--- config.mk ---
export PLATFORM = sky130hd
export DESIGN_NAME = slice_swap_skid
export DESIGN_NICKNAME = d
export VERILOG_FILES = /design/src/rtl/slice_swap_pkg.sv /design/src/rtl/slice_swap_lane_rev.sv /design/src/rtl/slice_swap_skid.sv
export SDC_FILE = /design/constraint.sdc
export NUM_CORES = 1
export LEC_CHECK = 0
export BUFFER_PORTS_ARGS = -buffer_cell sky130_fd_sc_hd__buf_2
export CORE_MARGIN = 2
export CORE_UTILIZATION = 59
export CTS_BUF_LIST = sky130_fd_sc_hd__clkbuf_4
export DETAILED_ROUTE_END_ITERATION = 7
export PLACE_DENSITY = 0.95
export SYNTH_ARGS = -nofsm -noshare
export SYNTH_HDL_FRONTEND = slang
export SYNTH_SLANG_ARGS = --single-unit
--- constraint.sdc ---
create_clock -name CLK -period 2.65 [get_ports CLK]
set_clock_uncertainty 0.05 [all_clocks]
set_input_delay 0.795 -clock CLK [delete_from_list [all_inputs] [get_ports CLK]]
set_output_delay 0.795 -clock CLK [all_outputs]
set_load 0.02 [all_outputs]
--- src/rtl/slice_swap_pkg.sv ---
// Shared types and helpers for the byte-swapping skid stage feeding the width16 sink.
// The optional parity feature is enabled by defining SLICE_SWAP_PARITY_EN.
package slice_swap_pkg;

    typedef enum logic [1:0] {
        EMPTY = 2'd0,
        ONE   = 2'd1,
        FULL  = 2'd2
    } state_t;

    localparam int LANE_DEFAULT  = 8;
    localparam int WIDTH_DEFAULT = 16;
    localparam int LANES_DEFAULT = WIDTH_DEFAULT / LANE_DEFAULT;

    // Reference lane reversal for the default 16-bit word; the RTL uses the parameterised sub-module.
    function automatic logic [WIDTH_DEFAULT-1:0] lane_rev(
        input logic [WIDTH_DEFAULT-1:0] data,
        input logic                     swap
    );
        logic [WIDTH_DEFAULT-1:0] result;
        result = data;
        if (swap) begin
            for (int i = 0; i < LANES_DEFAULT; i++) begin
                result[i*LANE_DEFAULT +: LANE_DEFAULT] =
                    data[(LANES_DEFAULT-1-i)*LANE_DEFAULT +: LANE_DEFAULT];
            end
        end
        return result;
    endfunction

endpackage

--- src/rtl/slice_swap_lane_rev.sv ---
// Combinational lane reversal: lane i of the result is lane (N-1-i) of the input when swap is set.
// Used on the capture path of slice_swap_skid (optional parity via SLICE_SWAP_PARITY_EN lives in the top).
module slice_swap_lane_rev #(
    parameter int WIDTH = 16,
    parameter int LANE  = 8
) (
    input  logic [WIDTH-1:0] data,
    input  logic             swap,
    output logic [WIDTH-1:0] result
);

    localparam int N = WIDTH / LANE;

    logic [WIDTH-1:0] reversed;

    for (genvar i = 0; i < N; i++) begin : g_lane
        assign reversed[i*LANE +: LANE] = data[(N-1-i)*LANE +: LANE];
    end

    assign result = swap ? reversed : data;

endmodule

--- src/rtl/slice_swap_skid.sv ---
// Ready/valid register slice with per-word lane reversal, 2-entry skid storage and delivery counter.
// Define SLICE_SWAP_PARITY_EN to add per-lane parity stored alongside each captured word.
module slice_swap_skid
    import slice_swap_pkg::*;
#(
    parameter int WIDTH = 16,
    parameter int LANE  = LANE_DEFAULT
) (
    input  logic                    CLK,
    input  logic                    ASYNCRESETn,
    input  logic [WIDTH-1:0]        in_data,
    input  logic                    in_valid,
    output logic                    in_ready,
    input  logic                    swap_en,
    output logic [WIDTH-1:0]        out_data,
    output logic                    out_valid,
    input  logic                    out_ready,
    output logic [15:0]             word_count
`ifdef SLICE_SWAP_PARITY_EN
    ,
    output logic [WIDTH/LANE-1:0]   out_parity
`endif
);

    localparam int N = WIDTH / LANE;

    state_t           state;
    state_t           next_state;
    logic [WIDTH-1:0] cap_data;
    logic [WIDTH-1:0] head_q;
    logic [WIDTH-1:0] skid_q;
    logic             in_ready_q;
    logic             out_valid_q;
    logic [15:0]      count_q;
    logic             accept;
    logic             deliver;
    logic             load_head_in;
    logic             load_head_skid;
    logic             load_skid;

    slice_swap_lane_rev #(
        .WIDTH (WIDTH),
        .LANE  (LANE)
    ) u_lane_rev (
        .data   (in_data),
        .swap   (swap_en),
        .result (cap_data)
    );

    assign accept  = in_valid & in_ready_q;
    assign deliver = out_valid_q & out_ready;

    // Next-state and storage steering; accept cannot occur in FULL because in_ready is low there.
    always_comb begin
        next_state     = state;
        load_head_in   = 1'b0;
        load_head_skid = 1'b0;
        load_skid      = 1'b0;
        case (state)
            EMPTY: begin
                if (accept) begin
                    next_state   = ONE;
                    load_head_in = 1'b1;
                end
            end
            ONE: begin
                if (accept && !deliver) begin
                    next_state = FULL;
                    load_skid  = 1'b1;
                end else if (deliver && !accept) begin
                    next_state = EMPTY;
                end else if (accept && deliver) begin
                    load_head_in = 1'b1;
                end
            end
            FULL: begin
                if (deliver) begin
                    next_state     = ONE;
                    load_head_skid = 1'b1;
                end
            end
            default: next_state = EMPTY;
        endcase
    end

    // Handshake flags are registered from next_state so neither depends combinationally on out_ready.
    always_ff @(posedge CLK or negedge ASYNCRESETn) begin
        if (!ASYNCRESETn) begin
            state       <= EMPTY;
            in_ready_q  <= 1'b0;
            out_valid_q <= 1'b0;
        end else begin
            state       <= next_state;
            in_ready_q  <= (next_state != FULL);
            out_valid_q <= (next_state != EMPTY);
        end
    end

    always_ff @(posedge CLK or negedge ASYNCRESETn) begin
        if (!ASYNCRESETn) begin
            head_q <= '0;
            skid_q <= '0;
        end else begin
            if (load_head_in) begin
                head_q <= cap_data;
            end else if (load_head_skid) begin
                head_q <= skid_q;
            end
            if (load_skid) begin
                skid_q <= cap_data;
            end
        end
    end

    always_ff @(posedge CLK or negedge ASYNCRESETn) begin
        if (!ASYNCRESETn) begin
            count_q <= 16'h0000;
        end else if (deliver) begin
            count_q <= count_q + 16'h0001;
        end
    end

`ifdef SLICE_SWAP_PARITY_EN
    // Parity is taken after the swap so it always matches the lanes as presented on out_data.
    logic [N-1:0] cap_parity;
    logic [N-1:0] head_par_q;
    logic [N-1:0] skid_par_q;

    for (genvar i = 0; i < N; i++) begin : g_parity
        assign cap_parity[i] = ^cap_data[i*LANE +: LANE];
    end

    always_ff @(posedge CLK or negedge ASYNCRESETn) begin
        if (!ASYNCRESETn) begin
            head_par_q <= '0;
            skid_par_q <= '0;
        end else begin
            if (load_head_in) begin
                head_par_q <= cap_parity;
            end else if (load_head_skid) begin
                head_par_q <= skid_par_q;
            end
            if (load_skid) begin
                skid_par_q <= cap_parity;
            end
        end
    end

    assign out_parity = head_par_q;
`endif

    assign in_ready   = in_ready_q;
    assign out_valid  = out_valid_q;
    assign out_data   = head_q;
    assign word_count = count_q;

endmodule
# Word level (Yosys, flattened, before mapping)
# Cells that the tools add are included.
[totals]
register_bits = 52
latch_bits = 0
ram_bits = 0
mem_bits_ro = 0
in_bits = 21
output_inout_bits = 34
n_memories = 0
[classes]
addsub = 1
mul = 0
div_mod_pow = 0
magnitude_cmp = 0
n_eq_ne = 3
n_shift = 0
mux = 17
bitwise = 2
reduce_logical = 8
[ops]
columns = ["cell", "n"]
rows = [
  ["16-bit two-way mux", 3],
  ["16-bit by 1-bit adder with 16-bit output (second input constant)", 1],
  ["1-bit two-way mux", 8],
  ["2-bit two-way mux", 4],
  ["2-bit case mux with 3 select lines", 1],
  ["2-bit nonzero test", 2],
  ["1-bit logical AND", 3],
  ["1-bit AND", 2],
  ["2-bit by 1-bit equality test with 1-bit output (second input constant)", 1],
  ["2-bit equality test (second input constant)", 1],
  ["1-bit logical NOT", 2],
  ["2-bit logical NOT", 1],
  ["2-bit inequality test (second input constant)", 1],
  ["1-bit case mux with 2 select lines", 1],
]

# Longest topological paths before layout
# Gate-level depths: netlist of the first run.
[depth]
ltp_word = 7
mapped_depth = 7
depth_no_buf = 5

# Hierarchy
# Synthesis of the first run repeated with hierarchy kept, for this count alone.
[unflattened]
hier_cells = 181
area_unflattened_um2 = 2447.3
[by_module_without_submodules]
columns = ["mod", "n_inst", "cells_each", "area_per_inst_um2"]
rows = [
  ["slice_swap_skid", 1, 163, 2198.4],
  ["slice_swap_lane_rev", 1, 18, 249.0],
]

# Least setup slack after synthesis of the first run
# OpenSTA, ideal clock, no wires.
[synth_path]
path_kind = "in2reg"
startpoint = "in swap_en"
endpoint = "reg head_q[0], in the netlist out_data[0]"
setup_time_ns = 0.126
arrival_ns = 1.778
t_required_ns = 2.474
path_slack_ns = 0.696
path_stages = 5
path_buffers = 2
path_cell_list = "buf_2 -> buf_2 -> mux2i_1 -> nor2_1 -> a221o_1"
[synth_via]
elab_chain_len = 2
[synth_lines]
columns = ["element", "line_no", "text"]
rows = [
  ["from (decl)", "slice_swap_skid.sv:14", "input logic swap_en,"],
  ["16-bit two-way mux", "slice_swap_lane_rev.sv:20", "assign result = swap ? reversed : data;"],
  ["16-bit two-way mux", "slice_swap_skid.sv:104", "if (load_head_in) begin"],
  ["to (signal assigned)", "slice_swap_skid.sv:105", "head_q <= cap_data;"],
  ["to (signal assigned)", "slice_swap_skid.sv:107", "head_q <= skid_q;"],
  ["to (decl)", "slice_swap_skid.sv:30", "logic [WIDTH-1:0] head_q;"],
]
# Every way passes these cells.
# A chain may end at the register's enable or synchronous reset.

# Worst setup path after layout of the first run
[layout_path]
startpoint = "reg count_q[6], in the netlist word_count[6]"
endpoint = "out word_count[6]"
[layout_rtl]
columns = ["element", "line_no", "text"]
rows = [
  ["from (decl)", "slice_swap_skid.sv:34", "logic [15:0] count_q;"],
  ["from (signal assigned)", "slice_swap_skid.sv:119", "count_q <= count_q + 16'h0001;"],
  ["to (decl)", "slice_swap_skid.sv:18", "output logic [15:0] word_count"],
]
# No word-level cell between the ends.

==> results of run 1 <==
power by group through the flow:
stage          registers [mW]  logic (mW)  clock network [mW]
2_1_floorplan            1.48       0.519                   0
3_3_place_gp             1.31       0.969                   0
3_5_place_dp             1.31        1.00                   0
4_1_cts                  1.30        1.00               0.442
5_1_grt                  1.35        1.10               0.478
6_report                 1.31       0.993               0.434
flip-flops by register name, summed over array words and instances, names as in the netlist:
name and count:
word_count 16, skid_q 16, out_data 16, in_ready 1, state 2, out_valid 1
metal layers:
layer	part of all wire (%)	wire [um]	global-route usage, %
met2	48	2150	36.6
met4	1.1	51	9.18
met1	46	2030	29.0
met3	5.1	228	4.39
met5	0	0	0
placed cells by master, fill, tap and decap left out:
cell type and n:
and3_1 1, xnor2_1 12, buf_12 1, a221o_1 16, o21a_1 1, o21ai_4 1, and2_1 1, or4_4 1
nor3_1 1, nor2_2 2, mux2i_1 16, buf_4 2, o21ai_0 17, clkinv_2 1, and3b_2 1, nor4_1 1
nand2_1 26, ha_1 1, nor2b_4 1, nand3_1 5, nor2_1 19, o22ai_1 1, nand4_2 1, a21boi_0 1
buf_2 54, nor2_4 1, nand4_1 6, inv_1 4, bufinv_16 1, clkbuf_4 6, a21oi_1 2, nand2b_1 2
dfrtp_1 52, xor2_1 3
stage by stage:
stage	area, um2	util, %	hold WS, ns
2_1_floorplan	2310	-	0.400
3_3_place_gp	2620	70.4	0.405
3_5_place_dp	2620	70.4	0.414
4_1_cts	2700	72.6	0.411
5_1_grt	2700	72.6	0.428
6_report	2700	72.6	0.400
final cells by class:
| class | count | share of cell area (%) |
|---|---|---|
| Clock buffer | 6 | 1.67 |
| Inverter | 4 | 0.557 |
| Tap cell | 48 | 2.23 |
| Clock inverter | 2 | 1.30 |
| Multi-Input combinational cell | 140 | 34.7 |
| Sequential cell | 52 | 48.2 |
| Timing Repair Buffer | 57 | 11.3 |
final timing paths:
path / start / to / slack [ns] / cells past startpoint
min in group CLK: word_count[15]$_DFFE_PN0P_ / word_count[15]$_DFFE_PN0P_ / 0.43 / 1
worst max-delay path: word_count[6]$_DFFE_PN0P_ / word_count[6] / 0.75 / 1
worst min-delay path: ASYNCRESETn / word_count[3]$_DFFE_PN0P_ / 0.40 / 1
worst min register to register: word_count[15]$_DFFE_PN0P_ / word_count[15]$_DFFE_PN0P_ / 0.43 / 1
max in group asynchronous: ASYNCRESETn / skid_q[1]$_DFFE_PN0P_ / 1.60 / 2
worst max register to register: word_count[6]$_DFFE_PN0P_ / word_count[11]$_DFFE_PN0P_ / 0.91 / 4
cell families (layout without fill, tap and decap cells):
logic type	count (synthesis)	in the layout	synth area share, %
simple gates	69	69	14.7
flops	52	52	56.3
compound gates	39	39	12.7
mux	16	16	6.93
xor+xnor	15	15	5.68
buf+inv	14	69	3.25
fa+ha+maj	1	1	0.541
==> results.md, run 1 <==
* Status: completed
* Min Tclk post-route at 1.90 ns
* Tightest Pin Transition at 0.645 ns
* Buf+Inv Stages, Crit Path at 1
* Post-CTS setup buffer count at 0
* Synthesis-stage register bit count at 52
* Pleak at 1.35 nW
* Synth Area per Inst at 11.2 um2
* CP cell instances: buf_2
* Fin nets at 282
* Placer Congestion at 0.802
* Top_reg_cell synth: dfrtp_1
* Post-synth EDFFs at 0
* CTS Buffer Depth at 2
* Setup TNS at 0 ns
* Switch share at 38.0%
* Placed cell count at 301
* Root Driver: clkbuf_4
* Yosys warns at 0
* RSZ-0062 raised after global routing: false
* Worst-Skew Late Latency at 0.34 ns
* Crit path DAT at 1.05 ns
* Peak VDD IR at 0.769 mV
* Initial antenna violation count at 0
* Area added between synthesis and finish at 16.7%
* CP endpoint kind: output pin
* Inserted Diodes at 0
* Total Routed Length at 4.46 mm
* Synthesized net count at 228
* Via-to-Cell Ratio at 5.54
* Pint at 1.70 mW
* Asr flop ratio synth at 100%
* First-pass GRT wire length at 7.45 mm
* Total track usage at 22.3%
* Htree depth at 2
* Multi-input gate area at 936 um2
* Routed Antenna Nets at 0
* TritonCTS buffer count at 5
* Sink Count at 52
* F_max at 0.527 GHz
* Power per cell area at 1010 nW/um2
* Synth cell types at 32
* Core ar. at 3720 um2
* Top cells by count, synth: 52 x dfrtp_1, 26 x nand2_1, 19 x nor2_1, 17 x o21ai_0
* Crit path max-delay family: flip-flops
* Synth top area share at 56.3%
* Initial DRC count at 99
* Die Y at 66.6 um
* Max cap viols at 0
* Post-cts resize count at 0
* Tot Pwr at 2.74 mW
* Clock power share at 15.9%
* Slowest cell on the critical path: dfrtp_1
* CP max FO at 5
* Clk slew on worst S/H paths at 0.14 ns
* Register Area at 1300 um2
* Crit Path Class: reg2out
* Via count at 1711
* Port bufs at 54
* Cts hold-fix bufs at 0
* # setup viols final at 0
* CP max stage delay at 0.49 ns
* Area contributors post-synth: dfrtp_1 56%, a221o_1 6.9%, mux2i_1 6.9%, xnor2_1 4.5%, nand2_1 4.2%
* Logic pwr share at 36.3%
* Post-synthesis cell count at 206
* Routed length per instance at 14.4 um
* Die footprint at 4440 um2
* Non-Filler Instances at 309
* Sequential share of power at 47.8%
* Post-synthesis sequential area ratio at 56.3%
* Relative slew slack at 57.0%
* Hpwl dp at 3.16 mm
* Io pins at 55
* Die X at 66.6 um
* Switching pwr at 1.04 mW
* DR pass1 iterations at 4
* Top-count cell post-synth: dfrtp_1
* Worst EP required at 1.81 ns
* Number of global-route vias before repair at 1696
* Startpoint Class: flip-flop
* Fraction of layout cells with a size suffix above 1 at 28.0%
* CTS tree: yes
* Final count of hold timing violations at 0
* Final-layout fill cell count at 263
* Synthesized area at 2310 um2
* Post-route DRC at 0
* Setup WS pre-CTS at 0.442 ns
* Initial core utilization at 62.2%
* Site row count at 22
* Pin count of the biggest net entering global routing at 33
* Final setup margin at 0.753 ns
* Period Utilization, post-route at 71.6%
* Leading area contributor after synthesis: dfrtp_1
* Pins Over Slew Limit at 0
* Worst min path class: in2async
* Grt ovf at 0
Note: power is estimated with default switching activity, not from simulation.
==> run 2: changes to the inputs <==
--- a/config.mk
+++ b/config.mk
@@ -5,12 +5,13 @@
 export SDC_FILE = /design/constraint.sdc
 export NUM_CORES = 1
 export LEC_CHECK = 0
+export ABC_AREA = 1
 export BUFFER_PORTS_ARGS = -buffer_cell sky130_fd_sc_hd__buf_2
 export CORE_MARGIN = 2
-export CORE_UTILIZATION = 59
+export CORE_UTILIZATION = 56
 export CTS_BUF_LIST = sky130_fd_sc_hd__clkbuf_4
 export DETAILED_ROUTE_END_ITERATION = 7
-export PLACE_DENSITY = 0.95
+export PLACE_DENSITY = 0.93
 export SYNTH_ARGS = -nofsm -noshare
 export SYNTH_HDL_FRONTEND = slang
 export SYNTH_SLANG_ARGS = --single-unit
==> constraint.sdc (replaced) <==
create_clock -name CLK -period 1.8 [get_ports CLK]
set_clock_uncertainty 0.05 [all_clocks]
set_input_delay 0.54 -clock CLK [delete_from_list [all_inputs] [get_ports CLK]]
set_output_delay 0.54 -clock CLK [all_outputs]
set_load 0.02 [all_outputs]
==> run 2 against run 1 <==
Net effect: die area is 17% higher; design area grew 10%; core utilization down 5.2 points; critical path depth unchanged; clock-buffer cell count shrank 1; flip-flop and latch count unchanged; register-to-register slack worse by 0.61 ns; sequential share of layout area decreased by 4.5 points; via count rose by 27%; final cell count rose by 32%; first-iteration DRC count fell by 28%; largest power group unchanged.
==> results.md, run 2 <==
* Final count of hold timing violations at 0 (unchanged)
* Power per cell area at 1380 nW/um2 (+36%)
* Inserted Diodes at 0 (unchanged)
* Relative slew slack at 68.9% (+12 points)
* Synth cell types at 24 (-25%)
* Worst EP required at 1.21 ns (-0.60 ns)
* Post-Synth XOR/XNOR Area at 3.03% (-2.7 points)
* Leading area contributor after synthesis: dfrtp_1
* First-pass GRT wire length at 8.87 mm (+19%)
* Buf+Inv Stages, Crit Path at 1 (unchanged)
* Crit path DAT at 1.03 ns (-0.02 ns)
* Synth Area per Inst at 8.61 um2 (-23%)
* Met1 GRT Util at 25.6% (-3.4 points)
* Number of global-route vias before repair at 2082 (+23%)
* Fraction of layout cells with a size suffix above 1 at 24.6% (-3.3 points)
* Worst min path class: in2async
* Post-synthesis mux area share at 0% (-6.9 points)
* Setup WS pre-CTS at 0.184 ns (-0.258 ns)
* Synthesized net count at 324 (+42%)
* Post-synthesis sequential area ratio at 50.0% (-6.2 points)
* Met2 Use GR at 38.8% (+2.2 points)
* Post-synth EDFFs at 0 (unchanged)
* Htree depth at 2 (unchanged)
* Sink Count at 52 (unchanged)
* Post-synthesis cell count at 302 (+47%)
* Via count at 2167 (+27%)
* Die X at 72.1 um (+8.3%)
* Met3 usage at 4.58% (+0.19 points)
* TritonCTS buffer count at 5 (unchanged)
* Max cap viols at 0 (unchanged)
* CP endpoint kind: output pin
* Synthesized area at 2600 um2 (+12%)
* Pins Over Slew Limit at 0 (unchanged)
* CP max stage delay at 0.46 ns (-0.03 ns)
* Synth Area in Compound Gates at 13.3% (+0.67 points)
* DR pass1 iterations at 4 (unchanged)
* Placed cell count at 401 (+33%)
* Die Y at 72.1 um (+8.3%)
* Synth top area share at 50.0% (-6.2 points)
* F_max at 0.618 GHz
* CP cell instances: buf_2
* Initial DRC count at 71 (-28%)
* Die footprint at 5200 um2 (+17%)
* Total Routed Length at 5.23 mm (+17%)
* Pleak at 1.58 nW (+16%)
* Top_reg_cell synth: dfrtp_1
* Grt ovf at 0 (unchanged)
* Total track usage at 21.8% (-0.53 points)
* Synthesis-stage register bit count at 52 (unchanged)
* Io pins at 55 (unchanged)
* Placer Congestion at 0.897 (+12%)
* Period Utilization, post-route at 89.9%
* Post-route DRC at 0 (unchanged)
* Synth Area in Adders at 0.481% (-0.060 points)
* Asr flop ratio synth at 100% (unchanged)
* Final setup margin at 0.182 ns (-0.572 ns)
* Simple-Gate Fraction of Synth Area at 23.5% (+8.9 points)
* Most used routing layer: met2
* Tot Pwr at 4.11 mW (+50%)
* Top-count cell post-synth: nand2_1
* Root Driver: clkbuf_4
* Cts hold-fix bufs at 0 (unchanged)
* Area contributors post-synth: dfrtp_1 50%, nand2_1 11%, inv_1 6.2%, o211ai_1 4.6%, o21ai_2 4.4%
* # setup viols final at 0 (unchanged)
* Reg2Reg Setup Slack at 0.30 ns (-0.61 ns)
* Most common cell after layout, fill and taps aside: nand2_1
* Min Tclk post-route at 1.62 ns
* Site row count at 24 (+9.1%)
* Slowest cell on the critical path: dfrtp_1
* Area added between synthesis and finish at 14.4%
* Top cells by count, synth: 74 x nand2_1, 52 x dfrtp_1, 43 x inv_1, 23 x nor2_1, 22 x nand3_1
* Fin nets at 378 (+34%)
* Setup TNS at 0 ns (unchanged)
* Yosys warns at 0 (unchanged)
* Final-layout fill cell count at 372 (+41%)
* Largest family of logic cells by synthesized area: simple AND/OR/NAND/NOR gates
* Commonest non-fill, non-tap cells in the layout: 74 x nand2_1, 54 x buf_2, 52 x dfrtp_1
* CTS Buffer Depth at 2 (unchanged)
* Routed Antenna Nets at 0 (unchanged)
* Non-Filler Instances at 409 (+32%)
* Port bufs at 54 (unchanged)
* Peak VDD IR at 0.698 mV (-9.2%)
* Via-to-Cell Ratio at 5.30 (-4.3%)
* Initial core utilization at 58.9% (-3.3 points)
* Hpwl dp at 3.87 mm (+22%)
* Pin count of the biggest net entering global routing at 53 (+61%)
* Startpoint Class: flip-flop
* Core ar. at 4410 um2 (+19%)
* Post-CTS setup buffer count at 0 (unchanged)
* Tightest Pin Transition at 0.466 ns (-0.179 ns)
* Initial antenna violation count at 0 (unchanged)
* Status: completed
* Clk slew on worst S/H paths at 0.13 ns (about the same)
* Crit path max-delay family: flip-flops
* CP max FO at 5 (unchanged)
* RSZ-0062 raised after global routing: false
* Routed length per instance at 12.8 um (-11%)
* CTS tree: yes
* Post-cts resize count at 0 (unchanged)
* Worst-Skew Late Latency at 0.37 ns (+0.03 ns)
* Crit Path Class: reg2out
## run 2: logic make-up (layout without fill, tap and decap cells)
group | Yosys count | in the layout
and+or+nand+nor | 133 | 133
buffers and inverters | 56 | 111
DFF | 52 | 52
AOI/OAI and AO/OA | 51 | 51
xor gates and xnor gates | 9 | 9
adders and majority gates | 1 | 1
## run 2: final timing paths
check	startpoint	endpoint	cells past startpoint
hold reg to reg	word_count[10]$_DFFE_PN0P_	word_count[10]$_DFFE_PN0P_	1
max in group asynchronous	ASYNCRESETn	word_count[3]$_DFFE_PN0P_	2
setup / recovery	word_count[8]$_DFFE_PN0P_	word_count[8]	1
setup reg to reg	word_count[0]$_DFFE_PN0P_	word_count[8]$_DFFE_PN0P_	5
min in group CLK	out_ready	word_count[0]$_DFFE_PN0P_	3
hold / removal	ASYNCRESETn	out_valid$_DFF_PN0_	2
## run 2: cell type report
class / instances / area [um2] / area share [%]
tap: 52 / 65.1 / 2.19
multi-input combinational: 194 / 1050 / 35.3
timing repair buffer: 58 / 338 / 11.4
inverter: 45 / 169 / 5.68
clock buffer: 5 / 37.5 / 1.26
clock inverter: 3 / 13.8 / 0.463
sequential: 52 / 1300 / 43.8
## run 2: per-stage QoR
step	hold WS (ns)	cell area, um2	utilization (%)
finish	0.0905	2970	67.4
global route	0.0943	2970	67.4
CTS	0.0935	2970	67.4
detailed placement	0.459	2920	66.2
global placement	0.451	2920	66.2
floorplan	0.194	2600	-
## run 2: power breakdown
group | switching (mW) | total [mW] | internal, mW
registers | 0.260 | 1.87 | 1.61
clock network | 0.348 | 0.492 | 0.144
logic | 1.10 | 1.75 | 0.649
## run 2: layer usage
metal  share of wire, %  vias up
met5                  0        -
li1                   -     1076
met3                4.6       10
met2                 50       51
met4                1.6        0
met1                 44     1030
==> run 3: changes to the inputs <==
--- a/config.mk
+++ b/config.mk
@@ -7,11 +7,10 @@
 export LEC_CHECK = 0
 export ABC_AREA = 1
 export BUFFER_PORTS_ARGS = -buffer_cell sky130_fd_sc_hd__buf_2
-export CORE_MARGIN = 2
-export CORE_UTILIZATION = 56
+export CORE_UTILIZATION = 51
 export CTS_BUF_LIST = sky130_fd_sc_hd__clkbuf_4
 export DETAILED_ROUTE_END_ITERATION = 7
-export PLACE_DENSITY = 0.93
+export PLACE_DENSITY = 0.78
 export SYNTH_ARGS = -nofsm -noshare
 export SYNTH_HDL_FRONTEND = slang
 export SYNTH_SLANG_ARGS = --single-unit
==> constraint.sdc (replaced) <==
create_clock -name CLK -period 1.35 [get_ports CLK]
set_clock_uncertainty 0.05 [all_clocks]
set_input_delay 0.405 -clock CLK [delete_from_list [all_inputs] [get_ports CLK]]
set_output_delay 0.405 -clock CLK [all_outputs]
set_load 0.02 [all_outputs]
==> run 3 against run 2 <==
Net effect: the flow now finishes with violations (negative setup slack); routed wire length increased by 57%; via count increased by 20%; setup slack got worse by 0.36 ns; largest power group is now combinational cells; first-iteration DRC count increased by 66%.
==> results.md, run 3 (synthesis results as in run 2) <==
* Status: finished with violations
* Failing checks: negative setup slack
* Core ar. at 4820 um2 (+9.1%)
* Worst EP required at 1.58 ns (+0.37 ns)
* Setup WS pre-CTS at -0.102 ns (-0.286 ns)
* Total Routed Length at 8.19 mm (+57%)
* Pins Over Slew Limit at 0 (unchanged)
* Startpoint Class: flip-flop
* Worst-Skew Late Latency at 0.38 ns (about the same)
* Via count at 2605 (+20%)
* Fin nets at 436 (+15%)
* Multi-input gate area at 1300 um2 (+24%)
* Worst hold path depth at 5
* Site row count at 25 (+4.2%)
* F_max at 0.653 GHz
* Htree depth at 2 (unchanged)
* Setup TNS at -3.67 ns (-3.67 ns)
* Crit Path Class: reg2reg
* Tightest Pin Transition at 0.464 ns (-0.00247 ns)
* Worst min path class: in2reg
* RSZ-0062 raised after global routing: true
* Relative slew slack at 68.7% (-0.16 points)
* Placed cell count at 430 (+7.2%)
* Max cap viols at 0 (unchanged)
* Grt ovf at 0 (unchanged)
* Power per cell area at 1820 nW/um2 (+32%)
* Register Area at 1310 um2 (+0.29%)
* Non-Filler Instances at 482 (+18%)
* Die footprint at 5390 um2 (+3.5%)
* Root Driver: clkbuf_4
* Fraction of layout cells with a size suffix above 1 at 46.7% (+22 points)
* Placer Congestion at 0.806 (-10%)
* CTS Buffer Depth at 2 (unchanged)
* TritonCTS buffer count at 5 (unchanged)
* R2R cell count at 8 (+3)
* Initial DRC count at 118 (+66%)
* CP max FO at 5 (unchanged)
* Die X at 73.4 um (+1.7%)
* Post-route DRC at 0 (unchanged)
* Initial antenna violation count at 0 (unchanged)
* Routed Antenna Nets at 0 (unchanged)
* Port bufs at 54 (unchanged)
* Initial core utilization at 54.0% (-4.9 points)
* DR pass1 iterations at 5 (+1)
* Peak VDD IR at 1.10 mV (+57%)
* Io pins at 55 (unchanged)
* Routed length per instance at 17.0 um (+33%)
* Number of global-route vias before repair at 2470 (+19%)
* Placed instance area at 3110 um2 (+6.3%)
* Final-layout fill cell count at 253 (-32%)
* Inserted Diodes at 0 (unchanged)
* CP endpoint kind: flip-flop
* Die Y at 73.4 um (+1.7%)
* CTS tree: yes
* Tot Pwr at 7.44 mW (+81%)
* # setup viols final at 59 (+59)
* Sink Count at 52 (unchanged)
* Area added between synthesis and finish at 57.1%
* Crit path DAT at 1.76 ns (+0.73 ns)
* Hpwl dp at 3.94 mm (+1.7%)
* Reg2Reg Setup Slack at -0.18 ns (-0.48 ns)
* First-pass GRT wire length at 11.2 mm (+27%)
* Final Instance Area at 4080 um2 (+37%)
* Final setup margin at -0.182 ns (-0.363 ns)
* Most common cell after layout, fill and taps aside: nand2_1
* Pin count of the biggest net entering global routing at 53 (unchanged)
* Via-to-Cell Ratio at 5.40 (+2.0%)
* Final count of hold timing violations at 0 (unchanged)
* Commonest non-fill, non-tap cells in the layout: 57 x nand2_1, 49 x dfrtp_1, 47 x buf_6
* Pleak at 2.07 nW (+31%)
* Period Utilization, post-route at 113%
* Min Tclk post-route at 1.53 ns
* Clk slew on worst S/H paths at 0.16 ns (+0.03 ns)
* Total track usage at 27.7% (+5.9 points)
## run 3: cell types whose count changed in the layout (fill, tap and decap cells not counted), sizes merged
| cell | previous run | this run |
|---|---|---|
| buf | 58 | 112 |
| clkbuf | 5 | 8 |
| clkinv | 3 | 1 |
| clkinvlp | 0 | 2 |
| dlygate4sd3 | 0 | 1 |
## run 3: area by class of cell
| class | count | area share (%) |
|---|---|---|
| sequential | 52 | 32.0 |
| multi-input combinational | 194 | 31.9 |
| timing repair buffer | 116 | 28.4 |
| inverter | 45 | 4.32 |
| tap | 67 | 2.05 |
| clock buffer | 5 | 0.919 |
| clock inverter | 3 | 0.460 |
## run 3: per-layer routing
metal  track usage [%]  vias to the layer above  share of wire (%)
li1                  -                     1192                  -
met1              32.0                     1260                 37
met2              50.5                      115                 53
met3              5.21                       38                5.6
met4              10.9                        0                4.6
met5                 0                        -                  0
## run 3: power by group
group	switching (mW)	internal [mW]
Clock	0.525	0.197
Combinational	2.06	2.08
Sequential	0.420	2.15
Total	3.01	4.43
## run 3: path summary, 6_finish.rpt
kind / startpoint / endpoint
min in group asynchronous: ASYNCRESETn / word_count[1]$_DFFE_PN0P_
max reg2reg: word_count[3]$_DFFE_PN0P_ / word_count[11]$_DFFE_PN0P_
min: in_data[12] / skid_q[4]$_DFFE_PN0P_
min reg2reg: skid_q[1]$_DFFE_PN0P_ / skid_q[1]$_DFFE_PN0P_
max: word_count[3]$_DFFE_PN0P_ / word_count[11]$_DFFE_PN0P_
max in group asynchronous: ASYNCRESETn / out_valid$_DFF_PN0_
## run 3: what timing repair did
action,CTS,global route
endpoints found under the hold margin,52,0
hold buffers,1,0
resized for setup,77,78
setup endpoints to repair,40,81
buffers inserted,25,17
pin swaps,3,21
cloned,2,4
## run 3: critical path: stages, from the launching register on
cell and delay, ns:
dfrtp_1 0.45, buf_4 0.14, nand2_1 0.12, nor2_1 0.16
nand2_2 0.12, nor2_4 0.18, nand2_1 0.08, nand2_1 0.07
nand2_1 0.06
## run 3: through the flow
| stage | utilization [%] | hold slack (ns) |
|---|---|---|
| CTS | 75.9 | 0.319 |
| detailed placement | 64.5 | 0.369 |
| finish | 84.8 | 0.329 |
| global placement | 64.5 | 0.368 |
| global route | 84.8 | 0.338 |
| floorplan | - | 0.0594 |
